## config.mk

```make
export PLATFORM = sky130hd
export DESIGN_NAME = mc_chroma_filter_feeder
export DESIGN_NICKNAME = d
export VERILOG_FILES = /design/src/rtl/mc_chroma_filter_feeder.sv
export SDC_FILE = /design/constraint.sdc
export NUM_CORES = 1
export LEC_CHECK = 0
export CAP_MARGIN = 20
export CORE_AREA = 3 3 381 383
export DETAILED_ROUTE_END_ITERATION = 16
export DIE_AREA = 0 0 384 386
export PLACE_DENSITY = 0.39
export SLEW_MARGIN = 20
export SYNTH_ARGS = -nofsm -noshare
export SYNTH_HDL_FRONTEND = slang
export SYNTH_SLANG_ARGS = --single-unit
```

## constraint.sdc

```tcl
create_clock -name clk -period 1.6 [get_ports clk]
set_input_delay 0.32 -clock clk [delete_from_list [all_inputs] [get_ports clk]]
set_output_delay 0.32 -clock clk [all_outputs]
set_load 0.02 [all_outputs]
```

## src/rtl/mc_chroma_filter_feeder.sv

```systemverilog
// mc_chroma_filter_feeder
//   Fetch/sequencing shell around one row of external chroma interpolation
//   filters. On start it reads H+3 reference rows, hands each row to the W
//   horizontal filters, keeps the last four horizontal results as a vertical
//   window for the W vertical filters, and writes H predicted rows.
//
// Ports
//   clk, rstn            clock (rising edge), asynchronous active-low reset
//   start_i              one-cycle start pulse, only honoured in IDLE
//   frac_x_i, frac_y_i   fractional MV, latched at start
//   height_i             0: 4 rows, 1: 8 rows, latched at start
//   busy_o, done_o       block in progress / one-cycle completion pulse
//   ref_rd_o, ref_addr_o reference row read (1-cycle sync SRAM)
//   ref_data_i           reference row, W+3 pixels, pixel 0 in LSBs
//   frac_x_o, frac_y_o   latched fractions to the filters
//   hor_pel_o            reference row passed straight to horizontal filters
//   hor_val_i            W horizontal results (2*PIXEL_WIDTH each)
//   ver_a_o..ver_d_o     vertical window, oldest row on ver_a_o
//   ver_pel_i            W vertical filter results
//   pred_wr_o, pred_addr_o, pred_data_o  prediction row write
//   dbg_state_o          current FSM state (IDLE=0, FETCH=1, DRAIN=2)
//
// Handshake: there is no flow control. A read request is answered by the
// SRAM one cycle later; a pred_wr_o strobe is always accepted.
module mc_chroma_filter_feeder #(
  parameter int PIXEL_WIDTH = 8,
  parameter int W           = 8
) (
  input  logic                           clk,
  input  logic                           rstn,
  input  logic                           start_i,
  input  logic [2:0]                     frac_x_i,
  input  logic [2:0]                     frac_y_i,
  input  logic                           height_i,
  output logic                           busy_o,
  output logic                           done_o,
  output logic                           ref_rd_o,
  output logic [3:0]                     ref_addr_o,
  input  logic [(W+3)*PIXEL_WIDTH-1:0]   ref_data_i,
  output logic [2:0]                     frac_x_o,
  output logic [2:0]                     frac_y_o,
  output logic [(W+3)*PIXEL_WIDTH-1:0]   hor_pel_o,
  input  logic [W*2*PIXEL_WIDTH-1:0]     hor_val_i,
  output logic [W*2*PIXEL_WIDTH-1:0]     ver_a_o,
  output logic [W*2*PIXEL_WIDTH-1:0]     ver_b_o,
  output logic [W*2*PIXEL_WIDTH-1:0]     ver_c_o,
  output logic [W*2*PIXEL_WIDTH-1:0]     ver_d_o,
  input  logic [W*PIXEL_WIDTH-1:0]       ver_pel_i,
  output logic                           pred_wr_o,
  output logic [2:0]                     pred_addr_o,
  output logic [W*PIXEL_WIDTH-1:0]       pred_data_o,
  output logic [1:0]                     dbg_state_o
);

  localparam int HW = W*2*PIXEL_WIDTH;
  localparam int PW = W*PIXEL_WIDTH;

  typedef enum logic [1:0] {IDLE = 2'd0, FETCH = 2'd1, DRAIN = 2'd2} state_t;

  state_t              state_q, state_d;
  logic [2:0]          frac_x_q, frac_x_d;
  logic [2:0]          frac_y_q, frac_y_d;
  logic                h8_q, h8_d;
  logic [3:0]          rd_cnt_q, rd_cnt_d;
  logic                rd_pend_q, rd_pend_d;   // SRAM data arrives this cycle
  logic                shifted_q, shifted_d;   // first cycle after a shift
  logic [3:0]          cap_cnt_q, cap_cnt_d;
  logic [3:0][HW-1:0]  win_q, win_d;           // entry 3 = newest row
  logic                pred_wr_q, pred_wr_d;
  logic [PW-1:0]       pred_data_q, pred_data_d;
  logic [2:0]          wr_cnt_q, wr_cnt_d;
  logic                done_q, done_d;

  logic [3:0] last_rd;
  logic [2:0] last_wr;
  logic       win_valid;
  logic       last_write;

  assign last_rd    = h8_q ? 4'd10 : 4'd6;
  assign last_wr    = h8_q ? 3'd7  : 3'd3;
  // Four rows captured and the newest one just arrived.
  assign win_valid  = shifted_q && (cap_cnt_q >= 4'd4);
  assign last_write = pred_wr_q && (wr_cnt_q == last_wr);

  always_comb begin
    state_d     = state_q;
    frac_x_d    = frac_x_q;
    frac_y_d    = frac_y_q;
    h8_d        = h8_q;
    rd_cnt_d    = rd_cnt_q;
    cap_cnt_d   = cap_cnt_q;
    win_d       = win_q;
    rd_pend_d   = (state_q == FETCH);
    shifted_d   = rd_pend_q;
    pred_wr_d   = win_valid;
    pred_data_d = win_valid ? ver_pel_i : pred_data_q;
    wr_cnt_d    = pred_wr_q ? wr_cnt_q + 3'd1 : wr_cnt_q;
    done_d      = last_write;

    if (rd_pend_q) begin
      win_d     = {hor_val_i, win_q[3], win_q[2], win_q[1]};
      cap_cnt_d = cap_cnt_q + 4'd1;
    end

    case (state_q)
      IDLE: begin
        if (start_i) begin
          state_d   = FETCH;
          frac_x_d  = frac_x_i;
          frac_y_d  = frac_y_i;
          h8_d      = height_i;
          rd_cnt_d  = 4'd0;
          cap_cnt_d = 4'd0;
          wr_cnt_d  = 3'd0;
        end
      end
      FETCH: begin
        rd_cnt_d = rd_cnt_q + 4'd1;
        if (rd_cnt_q == last_rd) state_d = DRAIN;
      end
      DRAIN: begin
        if (last_write) state_d = IDLE;
      end
      default: state_d = IDLE;
    endcase
  end

  always_ff @(posedge clk or negedge rstn) begin
    if (!rstn) begin
      state_q     <= IDLE;
      frac_x_q    <= '0;
      frac_y_q    <= '0;
      h8_q        <= 1'b0;
      rd_cnt_q    <= '0;
      rd_pend_q   <= 1'b0;
      shifted_q   <= 1'b0;
      cap_cnt_q   <= '0;
      win_q       <= '0;
      pred_wr_q   <= 1'b0;
      pred_data_q <= '0;
      wr_cnt_q    <= '0;
      done_q      <= 1'b0;
    end else begin
      state_q     <= state_d;
      frac_x_q    <= frac_x_d;
      frac_y_q    <= frac_y_d;
      h8_q        <= h8_d;
      rd_cnt_q    <= rd_cnt_d;
      rd_pend_q   <= rd_pend_d;
      shifted_q   <= shifted_d;
      cap_cnt_q   <= cap_cnt_d;
      win_q       <= win_d;
      pred_wr_q   <= pred_wr_d;
      pred_data_q <= pred_data_d;
      wr_cnt_q    <= wr_cnt_d;
      done_q      <= done_d;
    end
  end

  assign busy_o      = (state_q != IDLE);
  assign done_o      = done_q;
  assign ref_rd_o    = (state_q == FETCH);
  assign ref_addr_o  = (state_q == FETCH) ? rd_cnt_q : 4'd0;
  assign frac_x_o    = frac_x_q;
  assign frac_y_o    = frac_y_q;
  assign hor_pel_o   = ref_data_i;
  assign ver_a_o     = win_q[0];
  assign ver_b_o     = win_q[1];
  assign ver_c_o     = win_q[2];
  assign ver_d_o     = win_q[3];
  assign pred_wr_o   = pred_wr_q;
  assign pred_addr_o = wr_cnt_q;
  assign pred_data_o = pred_data_q;
  assign dbg_state_o = state_q;

endmodule

```

### After elaboration in Yosys (flattened, before gate mapping)

Cells that the tools add are included.

* register bits: 600
* logic and storage cells: 50
* output and inout port bits: 683
* bits of input ports: 290

* $lt $le $gt $ge: 1
* eq/ne operators: 7
* reduce and logical (&&, ||, !) cells: 8
* add/subtract/negate cells: 3
* multiplexer cells: 15

Operators by type and width (number)
* 4-bit 2-to-1 mux: 6
* 3-bit 2-to-1 mux: 4
* 4-bit by 1-bit adder with 4-bit output (second input constant): 2
* 4-bit case mux with 2 select lines: 1
* 2-bit 2-to-1 mux: 3
* 2-bit case mux with 3 select lines: 1
* 4-bit equality test: 1
* 4-bit by 3-bit >= comparator with 1-bit output (second input constant): 1
* 2-bit inequality test (second input constant): 2
* 2-bit AND reduction: 2
* 2-bit nonzero test: 2
* 3-bit by 1-bit adder with 3-bit output (second input constant): 1
* 3-bit equality test: 1
* 3-bit AND reduction: 1
* 2-bit by 1-bit equality test with 1-bit output (second input constant): 1
* 2-bit equality test (second input constant): 1
* 1-bit logical AND: 2
* 2-bit zero test: 1
* 2-bit by 1-bit inequality test with 1-bit output (second input constant): 1

### Depth between registers and ports, before layout

* depth in word-level cells: 5
* depth in mapped cells: 5
* depth with buffers taken out: 5

### Least setup slack after synthesis

OpenSTA, ideal clock, no wires.

* kind: register -> register
* start: register state_q[1] (netlist: dbg_state_o[1])
* end: register frac_x_q[0] (netlist: frac_x_o[0])
* arrival time: 1306 ps
* required time: 1475 ps
* setup slack: 169 ps
* library setup time: 125 ps
* period minus slack after synthesis: 1431 ps
* cell stages (with the launch flop): 4
* buffers on the path: 1
* cell sequence: dfrtp_1 > or3b_1 > buf_6 > mux2_4

* longest elaborated chain between the ends: 2

RTL lines
* start, declared: RTL line 60 `state_t state_q, state_d;`
* start signal, assigned: RTL line 144 `state_q <= state_d;`
* 2-bit zero test: RTL line 105 `case (state_q)`
* 2-bit AND reduction (no line)
* end signal, assigned: RTL line 145 `frac_x_q <= frac_x_d;`
* end, declared: RTL line 61 `logic [2:0] frac_x_q, frac_x_d;`

No other way between the ends.
A chain may end at the register's enable or synchronous reset.

### Final worst setup path

* start: register state_q[1] (netlist: dbg_state_o[1])
* end: output port ref_addr_o[2]

* longest elaborated chain between the ends: 2

RTL lines
* 2-bit by 1-bit equality test with 1-bit output: RTL line 163 `assign ref_addr_o = (state_q == FETCH) ? rd_cnt_q : 4'd0;`
* 4-bit 2-to-1 mux: RTL line 163
* end, declared: RTL line 38 `output logic [3:0] ref_addr_o,`

No other way between the ends.

==> flow_summary.yaml <==
outcome:
  status: "finished with violations"
  violations: "negative setup slack"
sta:
  max-slew-margin-rel_pct: 69.68
  fin_skew_ns: 0.04308
  final-max-slew-violation-count: 0
  finalHoldViolCount: 0
  worst_pin_slew_ns: 0.4548
  rsz0062_at_grt: "true"
  finalCritPeriodShare_pct: 117.7
  fin_crit_ns: 1.883
  fmax_mhz: 531.0
  setup_viol: 17
  setup_slack_ns: -0.2831
final_layout:
  drive_gt1_share_pct: 67.54
  nets: 2865
  final_util_pct: 27.49
  antennaDiodeCount: 0
  syn_to_final_growth_pct: 69.30
clock_tree:
  cts_tree: "built"
  clkSlewWorstSetupHoldPaths_ns: 0.06
  h-tree-depth: 3
  cts_made_buffers: 76
  cts_sinks: 600
  clk_latency_ns: 0.67
  cts-root-buf: "clkbuf_16"
  clock_path_buffers: 3
placed_design:
  gp_congestion: 0.7816
  port_buffers: 796
  dp_hpwl_um: 64670
critical_path:
  worst-path-max-fanout: 5
  worst_setup_path_end_kind: "output port"
  regToRegStartpoint: "dbg_state_o[1]$_DFFE_PN0P_"
  crit_path_start_kind: "flip-flop"
  reg2reg_depth: 5
  critical_path_class: "flip-flop to output port"
  r2r-end: "frac_y_o[1]$_DFFE_PN0P_"
  critical_path_required_ns: 1.28
  timing.reg2reg.setup_slack_ns: -0.03
  cp.arrival_ns: 1.56
hold_path:
  hp-start: "hor_val_i[89]"
  min_path_type: "input pin to flip-flop"
  min_to: "ver_d_o[89]$_DFFE_PN0P_"
  min_delay_path_depth: 2
global_route:
  antenna_found_initial: 6
  grt_overflow: 0
  grt_pass1_wl_um: 124900
  grt_pass1_vias: 17748
  grt_usage_pct: 11.38
  grt_max_degree: 75
detailed_routing:
  drc: 0
  avgViaCountPerCell: 3.525
  wirelength_um: 87640
  vias: 15925
  antenna_left: 0
  drt_iter0_drc: 386
  drtPass1Iterations: 4
  wl_per_cell_um: 19.40
synth:
  yosysTopAreaCell: "dfrtp_1"
  synthArstFlopShare_pct: 100.0
  synth-seq-area-share_pct: 65.23
  syn-cell-area_um2: 23020
  synth-seq-cells: 600
  synth_ff_type: "dfrtp_1"
  synth_cell_types: 28
  synth.most_common_cell: "dfrtp_1"
  yosysTopAreaCellShare_pct: 65.23
  synth_edf_count: 0
  synthesis.nets: 1683
  syn_area_per_cell_um2: 16.57
  synthTopCellsByArea: "dfrtp_1, mux2_2, buf_4"
  yosys-top-cells-count: "dfrtp_1, mux2_2, buf_4, buf_2, nor2_1"
  synth_cells: 1389
  yosys_warnings: 0
floorplanning:
  io_pins: 973
  start_util_pct: 16.24
  die_area_um2: 148200
  core-area_um2: 141800
  die_x_um: 384
  num_rows: 138
  die_h_um: 386
power:
  irDropWorstVdd_v: 0.001204
  power.density_nw_per_um2: 2486
  power_switching_mw: 36.11
  comb_power_share_pct: 52.8
  pwr-share-seq_pct: 29.5
  p_leak_nw: 17.41
  clkPwrFrac_pct: 17.6
  power_mw: 96.86
  intPower_mw: 60.75
  switching_share_pct: 37.28
job:
  maxCapViolations: 0
-- stage by stage --
step	setup TNS [ns]	setup WS, ns	cells	cell area, um^2	hold slack [ns]
global placement	-2.073	-0.2079	4023	33430	0.3150
CTS	-9.737	-0.3757	4452	38050	0.1614
floorplan	0	0.1687	1389	23020	0.02441
detailed placement	-1.870	-0.1947	4023	33430	0.3128
finish	-2.095	-0.2831	4518	38970	0.2610
global route	-10.24	-0.3880	4518	38970	0.1887
-- what timing repair did --
item                                     CTS  global route
endpoints found under the hold margin    600             0
endpoints found under the setup margin   595           487
setup buffers                            293            66
cloned                                     0             2
gates resized for setup                 3502           145
hold buffers                               1             0
-- power by group through the flow --
| stage | logic, mW | registers [mW] | clock network (mW) |
|---|---|---|---|
| detailed placement | 44.4 | 28.6 | 0 |
| global route | 54.2 | 29.5 | 18.5 |
| CTS | 50.2 | 28.6 | 17.8 |
| finish | 51.2 | 28.6 | 17.1 |
| floorplan | 13.3 | 35.9 | 0 |
| global placement | 44.3 | 28.4 | 0 |
-- cell families (layout without fill, tap and decap cells) --
group           Yosys count  count (layout)  share of synthesized area (%)
mux                     586             586                          28.77
fa+ha+maj                 4               4                         0.2174
compound gates            8               8                         0.2120
simple gates             28              28                         0.6143
xor+xnor                  6               6                         0.2283
buf+inv                 157            1396                          4.734
flops                   600             600                          65.23
-- final cells by class --
class                      instances  area, um^2
tap                             1890        2365
inverter                           4       17.52
timing repair buffer            1257       12120
fill                           14661      102800
clock buffer                     115        2248
clock inverter                    20       245.2
sequential                       600       15030
multi-input combinational        632        6943
-- flip-flops by register name, summed over array words and instances, names as in the netlist --
name / flops
shifted_q: 1
ver_b_o: 128
frac_y_o: 3
ver_d_o: 128
frac_x_o: 3
done_o: 1
pred_data_o: 64
dbg_state_o: 2
ver_c_o: 128
pred_wr_o: 1
pred_addr_o: 3
cap_cnt_q: 4
rd_cnt_q: 4
ver_a_o: 128
h8_q: 1
rd_pend_q: 1
-- layer usage --
metal  GRT usage (%)  share of wire (%)  wire [um]
met2           20.13                 52      45240
met1           12.12                 36      31760
met3           4.978                9.4       8209
met5               0              0.039         34
met4           3.577                2.7       2398
-- worst max path at each step --
stage / from / cells after the start / to / slack [ns]
finish: dbg_state_o[1]$_DFFE_PN0P_ / 4 / ref_addr_o[2] / -0.28
global route: dbg_state_o[1]$_DFFE_PN0P_ / 4 / ref_addr_o[3] / -0.39
CTS: dbg_state_o[1]$_DFFE_PN0P_ / 4 / ref_addr_o[1] / -0.38
detailed placement: start_i / 4 / frac_x_o[1]$_DFFE_PN0P_ / -0.19
global placement: start_i / 4 / frac_x_o[0]$_DFFE_PN0P_ / -0.21
floorplan: dbg_state_o[1]$_DFFE_PN0P_ / 3 / frac_x_o[0]$_DFFE_PN0P_ / 0.17
-- placed cells by master, fill, tap and decap left out, types with 2 or more instances in the layout --
cell	n
dfrtp_1	588
mux2_2	576
buf_6	500
buf_4	471
clkdlybuf4s50_1	200
clkbuf_16	77
buf_2	50
buf_12	30
clkbuf_8	20
clkbuf_1	19
clkinv_2	11
dfrtp_2	11
nor2_1	10
mux2_4	7
nand2_1	6
xor2_1	4
o21ai_0	4
ha_1	4
and2_4	3
inv_1	3
mux2i_1	3
inv_16	3
xnor2_1	2
nand4_1	2
clkinv_16	2
clkinv_8	2
buf_8	2
-- worst max-delay path: stages (launching register included) --
cell and delay (ns):
dfrtp_1 0.41, nand2b_4 0.17, inv_4 0.07, and2_4 0.14, buf_6 0.11
(Power assumes the default switching activity.)
==> RTL edit 1: new RTL, same flow settings <==
Change the parameter `PIXEL_WIDTH` from 8 to 10.
--- a/src/rtl/mc_chroma_filter_feeder.sv
+++ b/src/rtl/mc_chroma_filter_feeder.sv
@@ -25,3 +25,3 @@
 module mc_chroma_filter_feeder #(
-  parameter int PIXEL_WIDTH = 8,
+  parameter int PIXEL_WIDTH = 10,
   parameter int W           = 8
Interface: changed (9 resized); port bits go from 973 to 1209. No check against the original RTL was run, so the function may have changed too.
==> RTL edit 1 against the unedited design <==
Power up 26%. Routed wire length up 25%. Area after synthesis up 24%. Non-clock buffer count up 293. Design area up 24%. Setup slack worse by 0.045 ns. The flow still finishes with violations (negative setup slack). Global-route usage up 2.9 points. Via count up 25%. Sequential cell count up 144. Count of clock-buffer cells in the layout up 22.
==> RTL edit 1: results (changes against the unedited design) <==
| Metric | Value |
|---|---|
| Seq/Total Area, Yosys | `65.13% (-0.096 points)` |
| Run status | `finished with violations` |
| Finish-stage setup viols | `17 (unchanged)` |
| Multiplexer fraction of the synthesized cell area | `28.84% (+0.071 points)` |
| Failing checks | `negative setup slack` |
| Worst setup timing slack at the placement stage | `-0.1716 ns (+0.02315 ns)` |
| HPWL Detailed | `82660 um (+28%)` |
| Number of placed cells counting well taps | `4491 (+12%)` |
| Vias/cell | `3.865 (+9.6%)` |
| Reg-to-reg slack, setup | `-0.16 ns (-0.13 ns)` |
| Highest net fanout along the worst path | `2 (-3)` |
| Synth Area in Compound Gates | `0.2101% (-0.0019 points)` |
| Drt wl/cell | `21.36 um (+10%)` |
| Wl on met1 | `36780 um (+16%)` |
| Number of global-route vias before repair | `22260 (+25%)` |
| Mapped Avg Cell Area | `16.67 um^2 (+0.58%)` |
| Top cells by instance count after synthesis | `744 x sky130_fd_sc_hd__dfrtp_1, 698 x sky130_fd_sc_hd__mux2_2, 110 x sky130_fd_sc_hd__buf_4` |
| Min Hold Slack | `0.1005 ns (-0.1605 ns)` |
| Number of I/O port buffers | `988 (+24%)` |
| Worst reg2reg endpoint | `frac_y_o[0]` |
| Distinct cells, synth | `27 (-3.6%)` |
| Worst-case setup margin in the final layout | `-0.3280 ns (-0.04489 ns)` |
| Number of buffers inserted during clock tree synthesis | `93 (+22%)` |
| Routed wire length on met2 | `57480 um (+27%)` |
| Power density cells | `2522 mW/mm^2 (+1.5%)` |
==> RTL edit 1: cell count changes after synthesis, sizes merged <==
cell    before  now
buf        153  191
or2b         1    0
dfrtp      600  744
mux2       583  727
nand2b       1    2
==> RTL edit 1: metal layers <==
metal	track usage, %	up-vias
met5	0	-
met4	6.553	8
met3	6.381	243
met2	25.62	734
met1	14.03	10060
li1	-	8839
==> RTL edit 1: worst min-delay path by stage <==
stage               from           end  slack (ns)  depth (start not counted)
detailed placement  rstn   ver_a_o[79]        0.15                          1
global route        rstn   ver_a_o[79]        0.04                          2
CTS                 rstn   ver_a_o[79]        0.02                          2
finish              rstn   ver_a_o[79]        0.10                          2
global placement    rstn   ver_a_o[79]        0.15                          1
floorplan           rstn  cap_cnt_q[0]        0.02                          0
==> RTL edit 1: layout make-up <==
cell class                 instances  area [um^2]
clock buffer                     137         2754
inverter                           4        20.02
sequential                       744        18640
fill                           13930        93510
timing repair buffer            1550        15470
tap                             1890         2365
multi-input combinational        776         8584
antenna                           14        35.03
clock inverter                    30        382.9
==> RTL edit 1: timing repair <==
item,CTS,global route
hold endpoints to repair,744,0
hold buffers,1,0
gates cloned,1,0
buffers inserted,398,74
gates resized for setup,4667,10
pin swaps,2,1
endpoints found under the setup margin,746,659
==> RTL edit 1: worst max-delay path: stages (launching register included) <==
cell                      delay (ns)
sky130_fd_sc_hd__dfrtp_1        0.42
sky130_fd_sc_hd__buf_6          0.14
sky130_fd_sc_hd__or2_4          0.23
sky130_fd_sc_hd__buf_6          0.13
==> RTL edit 1: where the power goes <==
part,internal (mW),switching (mW)
combinational,35.8,28.8
clock,12.9,8.48
sequential,28.3,7.40
total,77.0,44.7
==> RTL edit 2: new RTL, same settings <==
Without the edit above. Register the input `hor_val_i` before use, cleared by the reset. The logic sees it one clock later. The other inputs are not delayed to match.
--- a/src/rtl/mc_chroma_filter_feeder.sv
+++ b/src/rtl/mc_chroma_filter_feeder.sv
@@ -59,2 +59,12 @@
 
+  logic [W*2*PIXEL_WIDTH-1:0] hor_val_q;
+
+  always_ff @(posedge clk or negedge rstn) begin
+    if (!rstn) begin
+      hor_val_q <= '0;
+    end else begin
+      hor_val_q <= hor_val_i;
+    end
+  end
+
   state_t              state_q, state_d;
@@ -100,3 +110,3 @@
     if (rd_pend_q) begin
-      win_d     = {hor_val_i, win_q[3], win_q[2], win_q[1]};
+      win_d     = {hor_val_q, win_q[3], win_q[2], win_q[1]};
       cap_cnt_d = cap_cnt_q + 4'd1;
Behaviour: not the same (Yosys sat finds a counterexample within 4 cycles, from zero or initial values and one cycle with rstn low).
==> RTL edit 2 against the unedited design <==
The flow still finishes with violations (negative setup slack). Synthesized cell count up 9.2%. Clock power up 18%. Setup slack better by 0.015 ns. Design area up 12%. Area after synthesis up 14%. Largest cell class unchanged. Sequential cell count up 128. Power up 7.2%. Non-clock buffer count up 47. Fmax up 0.83%. First-iteration DRC count up 9.3%. Routed wire length up 3.7%. Final cell count up 4.6%. Core utilization up 3.3 points. Highest routed layer is now met4.
==> RTL edit 2: results (changes against the unedited design) <==
| Metric | Value |
|---|---|
| Hold crit path type | `in2reg` |
| First-pass GRT wire length | `131700 um (+5.4%)` |
| Finish-stage setup viols | `11 (-6)` |
| Via total after detailed routing | `17170 (+7.8%)` |
| Number of placed cells counting well taps | `4138 (+2.9%)` |
| Routed wire length | `90900 um (+3.7%)` |
| Filler-free cell count of the finished design | `4727 (+4.6%)` |
| R2r worst-path depth | `5 (unchanged)` |
| Worst Hold Depth | `1 (-1)` |
| Seq/Total Area, Yosys | `69.48% (+4.3 points)` |
| Number of nets in the synthesized netlist | `1811 (+7.6%)` |
| DRT iter0 DRCs | `422 (+9.3%)` |
| Worst hold path startpoint | `hor_val_i[21]` |
| Maximum number of pins on one net before global-route repair | `96 (+28%)` |
| Top cells by instance count after synthesis | `728 x sky130_fd_sc_hd__dfrtp_1, 576 x sky130_fd_sc_hd__mux2_2, 120 x sky130_fd_sc_hd__buf_4` |
| HPWL Detailed | `65220 um (+0.85%)` |
| Max-slew headroom | `61.04% (-8.6 points)` |
| Worst-Skew Late Latency | `0.69 ns (+0.02 ns)` |
| Worst setup timing slack at the placement stage | `-0.1896 ns (+0.005101 ns)` |
| Hold Crit Endpoint | `hor_val_q[21]` |
| Slowest library cell on the worst path | `sky130_fd_sc_hd__dfrtp_1` |
| Proportion of layout cells with a drive suffix above 1 | `62.24% (-5.3 points)` |
| Static Leakage | `19.40 nW (+11%)` |
| Number of global-route vias before repair | `19190 (+8.1%)` |
| Number of nets in the layout | `3053 (+6.6%)` |
| Total GRT Usage | `11.93% (+0.55 points)` |
| Worst IR Drop VDD | `0.001107 V (-8.1%)` |
| Failing checks | `negative setup slack` |
| Routability cong. | `0.7721 (-1.2%)` |
| Worst-case setup margin in the final layout | `-0.2677 ns (+0.01544 ns)` |
| Mapped Avg Cell Area | `17.28 um^2 (+4.3%)` |
| Worst reg2reg endpoint | `frac_y_o[2]` |
| Run status | `finished with violations` |
| Reg-to-reg slack, setup | `0.02 ns (+0.05 ns)` |
| Clock tree skew after final layout | `0.03008 ns (-0.01300 ns)` |
| Top area cells in the synthesized netlist | `sky130_fd_sc_hd__dfrtp_1 69%, sky130_fd_sc_hd__mux2_2 25%, sky130_fd_sc_hd__buf_4 3.4%` |
| Slowest stage delay, CP | `0.39 ns (-0.02 ns)` |
| Pre-Repair DR Iteration Count | `4 (unchanged)` |
-- RTL edit 2: final cells by class --
class                           instances  area, um^2
Antenna cell                            6       15.01
Fill cell                           14280       98160
Tap cell                             1890        2365
Multi-Input combinational cell        632        6945
Sequential cell                       728       18240
Clock inverter                         27       327.8
Clock buffer                          136        2605
Inverter                                4       17.52
Timing Repair Buffer                 1304       13090
-- RTL edit 2: worst max path at each step --
stage                         end           start  slack [ns]  cells past startpoint
finish              ref_addr_o[3]  dbg_state_o[1]       -0.27                      4
global route        ref_addr_o[2]  dbg_state_o[1]       -0.38                      4
CTS                 ref_addr_o[3]  dbg_state_o[1]       -0.37                      4
floorplan             frac_x_o[0]  dbg_state_o[1]        0.17                      3
detailed placement    frac_y_o[2]         start_i       -0.19                      4
global placement      frac_x_o[1]         start_i       -0.21                      4
-- RTL edit 2: routing by layer --
layer	track usage, %	part of all wire (%)	vias to the layer above
li1	-	-	7701
met1	13.03	37	8696
met2	20.19	50	603
met3	5.616	9.9	165
met4	4.205	3.0	0
met5	0	0	-
-- RTL edit 2: metrics by stage --
stage,hold slack [ns],instance area [um^2]
global placement,0.4455,36500
CTS,0.0002859,43020
detailed placement,0.4511,36500
finish,0.09986,43600
floorplan,0.02441,26220
global route,0.02635,43600
-- RTL edit 2: cell families after synthesis --
| logic type | Yosys count | share of synthesized area, % |
|---|---|---|
| AND/OR/NAND/NOR | 28 | 0.5393 |
| XOR/XNOR | 6 | 0.2004 |
| buffers and inverters | 157 | 4.147 |
| multiplexers | 586 | 25.25 |
| adder cells (fa/ha/maj) | 4 | 0.1909 |
| AO/OA/AOI/OAI | 8 | 0.1861 |
| flip-flops | 728 | 69.48 |
-- RTL edit 2: power by group --
| group | switching [mW] | leakage, nW | internal (mW) |
|---|---|---|---|
| Sequential | 6.23 | 8.48 | 26.2 |
| Combinational | 22.6 | 9.50 | 28.6 |
| Clock | 8.32 | 1.42 | 11.8 |
-- RTL edit 2: what timing repair did --
| item | in CTS | in global routing |
|---|---|---|
| buffers inserted | 264 | 73 |
| pin swaps | 1 | 1 |
| resized for setup | 3734 | 6 |
| hold buffers | 82 | 0 |
| setup endpoints to repair | 595 | 579 |
| gates cloned | 0 | 1 |
| endpoints found under the hold margin | 598 | 0 |
-- RTL edit 2: worst max-delay path, delay by kind of cell, from the launching register on --
kind / cells / cell delay [ns]
buffers and inverters: 2 / 0.19
AND/OR/NAND/NOR: 2 / 0.31
flip-flops: 1 / 0.39
